$ cat src/rtl/pe_cmd_sequencer.sv
// pe_cmd_sequencer: instruction FIFO plus a repeat-expanding command FSM
// that feeds pe_array. Each operation is completed with a ready/ack handshake.
module pe_cmd_sequencer #(
    parameter int CMD_WIDTH    = 3,
    parameter int REPEAT_WIDTH = 8,
    parameter int FIFO_DEPTH   = 4,
    parameter int INSTR_WIDTH  = REPEAT_WIDTH + CMD_WIDTH + 3
) (
    input  logic                          CLK,
    input  logic                          RST_N,
    input  logic                          instr_valid,
    output logic                          instr_ready,
    input  logic [INSTR_WIDTH-1:0]        instr_data,
    input  logic                          flush,
    input  logic                          array_ready,
    output logic                          array_ack,
    output logic [CMD_WIDTH-1:0]          command_to_execute,
    output logic [1:0]                    shift_direction,
    output logic                          image_to_shift,
    output logic                          busy,
    output logic                          done,
    output logic [$clog2(FIFO_DEPTH):0]   fifo_level
);
    localparam int AW = $clog2(FIFO_DEPTH);
    localparam int LW = AW + 1;
    localparam logic [LW-1:0] DEPTH_L = LW'(FIFO_DEPTH);

    typedef enum logic [1:0] {IDLE, RUN, ACK} state_t;

    state_t                   state, state_d;
    logic [INSTR_WIDTH-1:0]   mem [FIFO_DEPTH];
    logic [AW-1:0]            wr_ptr, rd_ptr;
    logic [LW-1:0]            level, level_next;
    logic                     push, pop, load, head_ok;

    logic [CMD_WIDTH-1:0]     cmd_q, cmd_d, cmd_lat, cmd_lat_d;
    logic [1:0]               dir_q, dir_d;
    logic                     img_q, img_d;
    logic [REPEAT_WIDTH-1:0]  rep_left, rep_d;
    logic                     armed, armed_d;
    logic                     ack_q, ack_d, done_q, done_d, busy_q, busy_d, rdy_q;

    logic [INSTR_WIDTH-1:0]   head;
    logic [CMD_WIDTH-1:0]     head_cmd;
    logic [1:0]               head_dir;
    logic                     head_img;
    logic [REPEAT_WIDTH-1:0]  head_rep;

    assign head     = mem[rd_ptr];
    assign head_cmd = head[CMD_WIDTH-1:0];
    assign head_dir = head[CMD_WIDTH+1:CMD_WIDTH];
    assign head_img = head[CMD_WIDTH+2];
    assign head_rep = head[INSTR_WIDTH-1:CMD_WIDTH+3];

    // Registered ready already reflects fullness, so a full FIFO never takes a push.
    assign push       = instr_valid & rdy_q & ~flush;
    assign level_next = flush ? '0 : level + {{AW{1'b0}}, push} - {{AW{1'b0}}, pop};
    assign head_ok    = (level != '0) && !flush;

    // Next-state and next-output decode; a head load overrides the per-state defaults.
    always_comb begin
        state_d   = state;
        cmd_d     = cmd_q;
        cmd_lat_d = cmd_lat;
        dir_d     = dir_q;
        img_d     = img_q;
        rep_d     = rep_left;
        armed_d   = armed;
        ack_d     = 1'b0;
        done_d    = 1'b0;
        pop       = 1'b0;
        load      = 1'b0;
        case (state)
            IDLE: begin
                cmd_d = '0;
                if (head_ok) begin
                    pop = 1'b1;
                    if (head_cmd != '0) load = 1'b1;
                end
            end
            RUN: begin
                // Only a ready seen low during this operation is trusted to rise again.
                if (!array_ready) armed_d = 1'b1;
                if (armed && array_ready) begin
                    state_d = ACK;
                    ack_d   = 1'b1;
                    cmd_d   = '0;
                    armed_d = 1'b0;
                    done_d  = (rep_left == '0) || flush;
                end
            end
            ACK: begin
                armed_d = 1'b0;
                if (rep_left != '0 && !flush) begin
                    rep_d   = rep_left - 1'b1;
                    cmd_d   = cmd_lat;
                    state_d = RUN;
                end else if (head_ok && head_cmd != '0) begin
                    pop  = 1'b1;
                    load = 1'b1;
                end else begin
                    state_d = IDLE;
                end
            end
            default: state_d = IDLE;
        endcase
        if (load) begin
            cmd_d     = head_cmd;
            cmd_lat_d = head_cmd;
            dir_d     = head_dir;
            img_d     = head_img;
            rep_d     = head_rep;
            armed_d   = 1'b0;
            state_d   = RUN;
        end
        if (flush) rep_d = '0;
        busy_d = (state_d != IDLE) || (level_next != '0);
    end

    // FSM state register.
    always_ff @(posedge CLK or negedge RST_N) begin
        if (!RST_N) state <= IDLE;
        else        state <= state_d;
    end

    // FIFO pointers, level and the registered output bank.
    always_ff @(posedge CLK or negedge RST_N) begin
        if (!RST_N) begin
            wr_ptr   <= '0;
            rd_ptr   <= '0;
            level    <= '0;
            rdy_q    <= 1'b0;
            cmd_q    <= '0;
            cmd_lat  <= '0;
            dir_q    <= '0;
            img_q    <= 1'b0;
            rep_left <= '0;
            armed    <= 1'b0;
            ack_q    <= 1'b0;
            done_q   <= 1'b0;
            busy_q   <= 1'b0;
        end else begin
            if (flush) begin
                wr_ptr <= '0;
                rd_ptr <= '0;
            end else begin
                if (push) wr_ptr <= wr_ptr + 1'b1;
                if (pop)  rd_ptr <= rd_ptr + 1'b1;
            end
            level    <= level_next;
            rdy_q    <= (level_next < DEPTH_L);
            cmd_q    <= cmd_d;
            cmd_lat  <= cmd_lat_d;
            dir_q    <= dir_d;
            img_q    <= img_d;
            rep_left <= rep_d;
            armed    <= armed_d;
            ack_q    <= ack_d;
            done_q   <= done_d;
            busy_q   <= busy_d;
        end
    end

    // FIFO storage; contents need no reset since the level gates every read.
    always_ff @(posedge CLK) begin
        if (push) mem[wr_ptr] <= instr_data;
    end

    assign instr_ready        = rdy_q;
    assign array_ack          = ack_q;
    assign command_to_execute = cmd_q;
    assign shift_direction    = dir_q;
    assign image_to_shift     = img_q;
    assign busy               = busy_q;
    assign done               = done_q;
    assign fifo_level         = level;

endmodule
$ cat config.mk
export PLATFORM = sky130hd
export DESIGN_NAME = pe_cmd_sequencer
export DESIGN_NICKNAME = d
export VERILOG_FILES = /design/src/rtl/pe_cmd_sequencer.sv
export SDC_FILE = /design/constraint.sdc
export NUM_CORES = 1
export LEC_CHECK = 0
export ABC_AREA = 0
export CAP_MARGIN = 0
export CORE_AREA = 4 4 84 93
export CTS_CLUSTER_DIAMETER = 40
export CTS_CLUSTER_SIZE = 28
export DETAILED_ROUTE_END_ITERATION = 8
export DIE_AREA = 0 0 88 97
export PLACE_DENSITY = 0.74
export SYNTH_ARGS = -nofsm -noshare
export SYNTH_HDL_FRONTEND = slang
export SYNTH_SLANG_ARGS = --single-unit
$ cat constraint.sdc
create_clock -name CLK -period 4 [get_ports CLK]
set_input_delay 1.2 -clock CLK [delete_from_list [all_inputs] [get_ports CLK]]
set_output_delay 1.2 -clock CLK [all_outputs]
set_load 0.03 [all_outputs]
# Word level (Yosys, flattened, before mapping)
# Memory sizes are Yosys's and may differ from the RTL's.
# Index checks and enable logic that the tools add are counted.
[op_classes] reduce_logical=23 add_sub_neg=5 n_eq_ne=5 n_lt_le_gt_ge=1 mux=35 bitwise=3
[op_table] cell="two-way mux 8 bit" count=4
[op_table] cell="nonzero test 3 bit" count=6
[op_table] cell="two-way mux 2 bit" count=8
[op_table] cell="two-way mux 1 bit" count=14
[op_table] cell="two-way mux 3 bit" count=4
[op_table] cell="one-hot mux 3 bit (3 select lines)" count=1
[op_table] cell="logical NOT 8 bit" count=1
[op_table] cell="nonzero test 8 bit" count=1
[op_table] cell="subtractor 8 x 1 -> 8 bit, second input constant" count=1
[op_table] cell="inequality test 3 bit, second input constant" count=2
[op_table] cell="one-hot mux 1 bit (2 select lines)" count=3
[op_table] cell="one-hot mux 2 bit (3 select lines)" count=1
[op_table] cell="nonzero test 2 bit" count=3
[op_table] cell="adder 2 x 1 -> 2 bit, second input constant" count=2
[op_table] cell="logical AND 1 bit" count=4
[op_table] cell="inequality test 4 bit, second input constant" count=1
[op_table] cell="AND reduction 2 bit" count=2
[op_table] cell="nonzero test 4 bit" count=1
[op_table] cell="adder 3 x 1 -> 3 bit" count=1
[op_table] cell="less-than comparator 3 bit, second input constant" count=1
[op_table] cell="AND reduction 3 bit" count=1
[op_table] cell="subtractor 3 x 1 -> 3 bit" count=1
[op_table] cell="bitwise AND 1 bit" count=2
[op_table] cell="== test 2 x 1 -> 1 bit, second input constant" count=1
[op_table] cell="other kinds (5)" count=6
[word_totals] inputBits=19 output_inout_bits=13 memories=1 regBits=31 ramBits=56
[mem_list] name="mem" words=4 width=14 read_ports=1 rd_ports_with_merged_regs=0 wr=1 line="31" text="logic [INSTR_WIDTH-1:0] mem [FIFO_DEPTH];"

# Longest topological paths before layout
# Gate-level depths: netlist of run 1.
[logic_depth] word_depth=10 mapped_depth=15 depth_no_buf=15

# Worst setup path after synthesis of run 1
# Ideal clock, no wire load.
[synth_path] kind="in2reg" from="input port flush" to="register busy_q (netlist: busy)" path_slack_ns=0.248 n_path_buf=1 stages=13 setup_ns=0.068 t_arrival_ns=3.683 path_cell_list="clkbuf_1 > or3_1 > a211oi_1 > ha_1 > inv_1 > ha_1 > inv_1 > fa_1 > xor2_1 > and2_1 > nor3_1 > inv_1 > nand3_1"
[synth_between] elab_chain_cells=10 word_cells_on_any_way=22
[synth_rtl] element="start, declared" line="14" text="input logic flush,"
[synth_rtl] element="logical NOT 1 bit" line="58, 94"
[synth_rtl] element="logical AND 1 bit" line="58" text="assign head_ok = (level != '0) && !flush;"
[synth_rtl] element="logical AND 1 bit" line="98" text="end else if (head_ok && head_cmd != '0) begin"
[synth_rtl] element="two-way mux 1 bit" line="98"
[synth_rtl] element="two-way mux 1 bit" line="94" text="if (rep_left != '0 && !flush) begin"
[synth_rtl] element="one-hot mux 1 bit (2 select lines)" line="73" text="case (state)"
[synth_rtl] element="subtractor 3 x 1 -> 3 bit" line="57" text="assign level_next = flush ? '0 : level + {{AW{1'b0}}, push} - {{AW{1'b0}}, pop};"
[synth_rtl] element="two-way mux 3 bit *" line="57"
[synth_rtl] element="net level_next[2]" line="33" text="logic [LW-1:0] level, level_next;"
[synth_rtl] element="nonzero test 3 bit *" line="117" text="busy_d = (state_d != IDLE) || (level_next != '0);"
[synth_rtl] element="logical OR 1 bit *" line="117"
[synth_rtl] element="net busy_d" line="41" text="logic ack_q, ack_d, done_q, done_d, busy_q, busy_d, rdy_q;"
[synth_rtl] element="end signal, assigned" line="160" text="busy_q <= busy_d;"
[synth_rtl] element="end, declared" line="41"
# The timed path passes the listed nets; every way through them passes the cells marked *.
# A chain may end at the register's enable or synchronous reset.

# Final worst setup path of run 1
# Ends and elaborated chain as after synthesis.

==> results of run 1 <==
[synthesized netlist by cell type (all sizes together) (3+ instances only)]
master	number	share of area, %
edfxtp	56	46
dfrtp	31	21
nand2	23	2.3
nor2	18	1.8
mux4	14	8.7
inv	9	0.92
ha	7	2.4
a211oi	6	1.8
and2	5	0.85
nor2b	5	0.85
nor3	5	1.1
xor2	5	1.2
a21oi	4	0.64
buf	4	0.85
clkbuf	4	0.41
a22o	3	0.71
a32o	3	0.81
mux2	3	0.92
nand3	3	0.41
or3	3	0.64
xnor2	3	0.71
[cell type report]
class,instances,area share [%]
Multi-Input combinational cell,128,26.6
Sequential cell,87,56.8
Clock inverter,4,0.694
Clock buffer,12,3.58
Tap cell,85,2.46
Timing Repair Buffer,42,9.08
Inverter,9,0.780
[per-stage QoR]
stage	instances	hold slack, ns	setup TNS [ns]	setup WS (ns)	util [%]
2_1_floorplan	232	0.466	0	0.248	-
3_3_place_gp	351	0.466	0	0.123	59.8
3_5_place_dp	351	0.472	-0.00567	-0.00567	59.8
4_1_cts	367	0.493	0	0.363	62.5
5_1_grt	367	0.515	0	0.171	62.5
6_report	367	0.488	0	0.363	62.5
[worst reg2reg max path: cells and delay by family, from the launching register on]
| family | cells | cell delay [ns] |
|---|---|---|
| XOR/XNOR | 1 | 0.16 |
| flip-flops | 1 | 0.53 |
| adder cells (fa/ha/maj) | 3 | 0.83 |
| buffers and inverters | 3 | 0.20 |
| AO/OA/AOI/OAI | 1 | 0.14 |
| multiplexers | 1 | 0.62 |
| AND/OR/NAND/NOR | 4 | 0.71 |
[cells by family after synthesis]
family	Yosys count	share of synthesized area, %
compound gates	25	6.58
xor+xnor	8	1.90
fa+ha+maj	8	2.92
buf+inv	17	2.17
flops	87	66.6
mux	18	9.93
simple gates	69	9.93
[power by group]
group / internal, µW / leakage, µW / total [µW] / switching (µW)
sequential: 1110 / 0.000912 / 1230 / 119
combinational: 440 / 0.000581 / 961 / 520
clock: 262 / 0.0000930 / 568 / 305
[final timing paths]
| kind | cells past startpoint | slack [ns] | from | to |
|---|---|---|---|---|
| max in group asynchronous | 2 | 2.47 | RST_N | rd_ptr[0]$_DFFE_PN0P_ |
| worst min-delay path | 2 | 0.49 | shift_direction[0]$_DFFE_PN0P_ | shift_direction[0]$_DFFE_PN0P_ |
| worst max-delay path | 13 | 0.36 | flush | busy$_DFF_PN0_ |
| worst min register to register | 2 | 0.49 | shift_direction[0]$_DFFE_PN0P_ | shift_direction[0]$_DFFE_PN0P_ |
| min in group asynchronous | 2 | 1.24 | RST_N | fifo_level[2]$_DFF_PN0_ |
| worst max register to register | 13 | 0.78 | rd_ptr[0]$_DFFE_PN0P_ | busy$_DFF_PN0_ |
[state kept, by name, summed over array words and instances, names as in the netlist, 2 cells and up]
name,cells
wr_ptr,2
cmd_lat,3
fifo_level,3
mem,56
rd_ptr,2
shift_direction,2
command_to_execute,3
rep_left,8
state,2
[per-layer routing]
| metal | global-route usage, % | wire (µm) | up-vias |
|---|---|---|---|
| li1 | - | - | 957 |
| met1 | 21.2 | 2730 | 1003 |
| met2 | 24.2 | 2950 | 45 |
| met3 | 4.17 | 289 | 13 |
| met4 | 8.03 | 150 | 0 |
| met5 | 0 | 0 | - |
==> impl_metrics.yaml, run 1 <==
outcome:
  status: "finished, final reports clean"
pwr:
  power.density_mw_per_mm2: 637
  peakVddDrop_uv: 315
  p_leak_uw: 0.00159
  power_uw: 2760
critical_path:
  worstPathCellList: "clkdlybuf4s50_1 > or3_1 > a211oi_1 > ha_1 > inv_1 > ha_1 > inv_1 > fa_1 > xor2_1 > and2_1 > nor3_1 > inv_1 > nand3_1"
  start_kind: "input port"
  crit_buf_inv: 4
  cp_top_family: "adder cells"
  slowest_delay_ns: 0.44
  critPathKind: "in2reg"
  worst-path-max-fanout: 2
  cp_common_cell: "inv_1"
  slowest_stage: "clkdlybuf4s50_1"
  required_ns: 4.29
  crit_path_end_kind: "register"
  cp.arrival_ns: 3.93
routing:
  drt_first_pass_iters: 7
  wl_per_cell_um: 16.7
  wl_mm: 6.12
  ant_nets: 0
  drcViolationCount: 0
  drtIter0Drc: 102
  vias_per_cell: 5.50
  via_count: 2018
final_layout:
  fin_area_mm2: 0.00433
  fin_nets: 304
  multi_input_area_mm2: 0.00115
  layout_commonest_cell: "edfxtp_1"
  area_growth_pct: 17.3
  layout_common_cells: "edfxtp_1 (56), dfrtp_1 (31), clkdlybuf4s50_1 (31)"
  drive_above_1_share_pct: 18.1
  final.fill_count: 521
  regArea_mm2: 0.00246
  n_antenna_cell: 0
sta:
  max_freq_mhz: 275
  maxSlewViolCount: 0
  fin_crit_ns: 3.64
  period_share_pct: 90.9
  rsz0062_at_grt: "no"
  setup_viol: 0
  skew_ns: 0.00958
  worst-slew-pin-transition_ns: 0.539
  hold_violations: 0
  slew_headroom_pct: 64.1
floorplan:
  die_w_um: 88
  ios: 32
  placementRows: 32
  core_area_mm2: 0.00693
  start_util_pct: 53.3
  die_h_um: 97
  die-area_mm2: 0.00854
grt:
  grt_pass1_wl_mm: 10.2
  grt_max_degree: 32
  overflow: 0
  antenna_found_initial: 0
  first_global_vias: 2085
  grtUsageTotal_pct: 16.0
synth:
  synth_edf_count: 56
  synth_fp_nets: 259
  synthDistinctLibCells: 44
  ys.flop_type: "edfxtp_1"
  ys_ff_latch: 87
  yosysWarnings: 0
  synth.avg_cell_area_um2: 15.9
  netlist_area_mm2: 0.00369
  yosysSeqAreaShare_pct: 66.6
  synthCells: 232
  async_flop_share_pct: 35.6
clock_tree:
  holdBufCountCts: 0
  cts_root_buffer: "clkbuf_8"
  ctsResizeCount: 0
  cts.sinks: 87
  clkLatencyLatePin_ns: 0.35
  cts_setup_buffers: 0
  clock_path_buffers: 2
  numCtsBuffers: 9
  h-tree-depth: 3
  cts_tree: "built"
  clk_pin_slew_ns: 0.08
placed_design:
  dpl-instance-area_mm2: 0.00414
  gp_congestion: 0.812
  hpwlAfterDp_mm: 4.04
  numPortBuffers: 31
worst_hold_path:
  hold_class: "reg2reg"
job:
  max-cap-violations: 0
(Power assumes the default switching activity.)
==> run 2: changes to the inputs <==
--- a/config.mk
+++ b/config.mk
@@ -9,3 +9,3 @@
 export CAP_MARGIN = 0
-export CORE_AREA = 4 4 84 93
+export CORE_AREA = 2 2 82 91
 export CTS_CLUSTER_DIAMETER = 40
@@ -13,3 +13,3 @@
 export DETAILED_ROUTE_END_ITERATION = 8
-export DIE_AREA = 0 0 88 97
+export DIE_AREA = 0 0 84 93
 export PLACE_DENSITY = 0.74
--- a/constraint.sdc
+++ b/constraint.sdc
@@ -3,2 +3,2 @@
 set_output_delay 1.2 -clock CLK [all_outputs]
-set_load 0.03 [all_outputs]
+set_load 0.1 [all_outputs]
==> impl_metrics.yaml, run 2 (same netlist as run 1, synthesis figures left out) <==
outcome:
  status: "finished, final reports clean"
clock_tree:
  clk_pin_slew_ns: 0.09
  ctsResizeCount: 0
  clkLatencyLatePin_ns: 0.34
  holdBufCountCts: 0
  numCtsBuffers: 9
  cts_root_buffer: "clkbuf_8"
  cts_tree: "built"
  clock_path_buffers: 2
  h-tree-depth: 3
  cts_setup_buffers: 0
  cts.sinks: 87
floorplan:
  core_area_mm2: 0.00693
  die-area_mm2: 0.00781
  die_w_um: 84
  placementRows: 32
  start_util_pct: 53.3
  die_h_um: 93
  ios: 32
worst_hold_path:
  hold_class: "reg2reg"
  hp-start: "shift_direction[1]$_DFFE_PN0P_"
pwr:
  power_uw: 3190
  peakVddDrop_uv: 550
  p_leak_uw: 0.00162
  power.density_mw_per_mm2: 727
final_layout:
  fin_nets: 304
  largest_reg_flops: 56
  regMostFlops: "mem"
  multi_input_area_mm2: 0.00115
  n_antenna_cell: 0
  regArea_mm2: 0.00246
  final.fill_count: 534
  stdcell_count: 367
  fin_area_mm2: 0.00439
  area_growth_pct: 18.8
  layout_common_cells: "edfxtp_1 (56), dfrtp_1 (31), clkdlybuf4s50_1 (30)"
  layout_commonest_cell: "edfxtp_1"
  reg_top3: "mem: 56 flops, rep_left: 8 flops"
  drive_above_1_share_pct: 18.4
grt:
  first_global_vias: 1985
  antenna_found_initial: 0
  grt_max_degree: 32
  overflow: 0
  grtUsageTotal_pct: 17.0
  grt_pass1_wl_mm: 9.85
routing:
  ant_nets: 0
  wl_mm: 6.01
  drt_first_pass_iters: 4
  via_count: 2033
  wl_per_cell_um: 16.4
  drcViolationCount: 0
  drtIter0Drc: 119
  vias_per_cell: 5.54
sta:
  maxSlewViolCount: 0
  max_freq_mhz: 278
  period_share_pct: 89.8
  rsz0062_at_grt: "no"
  hold_violations: 0
  tns_ns: 0
  skew_ns: 0.00653
  slew_headroom_pct: 35.4
  worst-slew-pin-transition_ns: 0.966
  setup_viol: 0
  fin_crit_ns: 3.59
critical_path:
  critPathKind: "in2reg"
  cp.arrival_ns: 3.88
  startpoint: "flush"
  start_kind: "input port"
  crit_path_end_kind: "register"
  worstReg2RegStart: "rd_ptr[0]$_DFFE_PN0P_"
  required_ns: 4.29
  worst-path-max-fanout: 2
placed_design:
  gp_congestion: 0.768
  hpwlAfterDp_mm: 3.99
  dpl-instance-area_mm2: 0.00414
  numPortBuffers: 31
  dp_cells: 351
job:
  max-cap-violations: 0
-- run 2: per-stage QoR --
| step | util, % | setup WS, ns | hold WS [ns] |
|---|---|---|---|
| finish | 63.3 | 0.408 | 0.484 |
| global route | 63.3 | 0.212 | 0.506 |
| floorplan | - | 0.212 | 0.466 |
| CTS | 63.3 | 0.423 | 0.487 |
| global placement | 59.8 | 0.135 | 0.465 |
| detailed placement | 59.8 | 0.0286 | 0.470 |
-- run 2: power breakdown --
group / switching (µW) / internal, µW
logic: 793 / 435
registers: 120 / 1110
clock network: 306 / 421
-- run 2: critical path, cell delays in order --
cell             delay [ns]
clkdlybuf4s50_1        0.42
or3_1                  0.37
a211oi_1               0.32
ha_1                   0.29
inv_1                  0.05
ha_1                   0.13
inv_1                  0.05
fa_1                   0.37
xor2_1                 0.16
and2_1                 0.16
nor3_1                 0.20
inv_1                  0.08
nand3_1                0.08
-- run 2: area by class of cell --
class                      count  share of cell area, %
clock inverter                 6                   2.65
sequential                    87                   56.0
timing repair buffer          42                   8.90
clock buffer                  10                   2.91
inverter                       9                  0.770
tap                           85                   2.43
multi-input combinational    128                   26.3
-- run 2: metal layers --
| layer | vias to the layer above | track usage (%) | part of all wire [%] |
|---|---|---|---|
| met1 | 1014 | 21.1 | 43 |
| li1 | 965 | - | - |
| met2 | 45 | 27.7 | 51 |
| met4 | 0 | 8.87 | 2.6 |
| met5 | - | 0 | 0 |
| met3 | 9 | 4.24 | 3.5 |
-- run 2: path summary, 6_finish.rpt --
kind,endpoint,slack (ns),cells past startpoint
max,busy$_DFF_PN0_,0.41,13
max reg2reg,busy$_DFF_PN0_,0.82,13
min,shift_direction[1]$_DFFE_PN0P_,0.48,2
max in group asynchronous,rep_left[5]$_DFFE_PN0P_,2.47,2
min in group asynchronous,state[0]$_DFF_PN0_,1.25,2
min reg2reg,shift_direction[1]$_DFFE_PN0P_,0.48,2
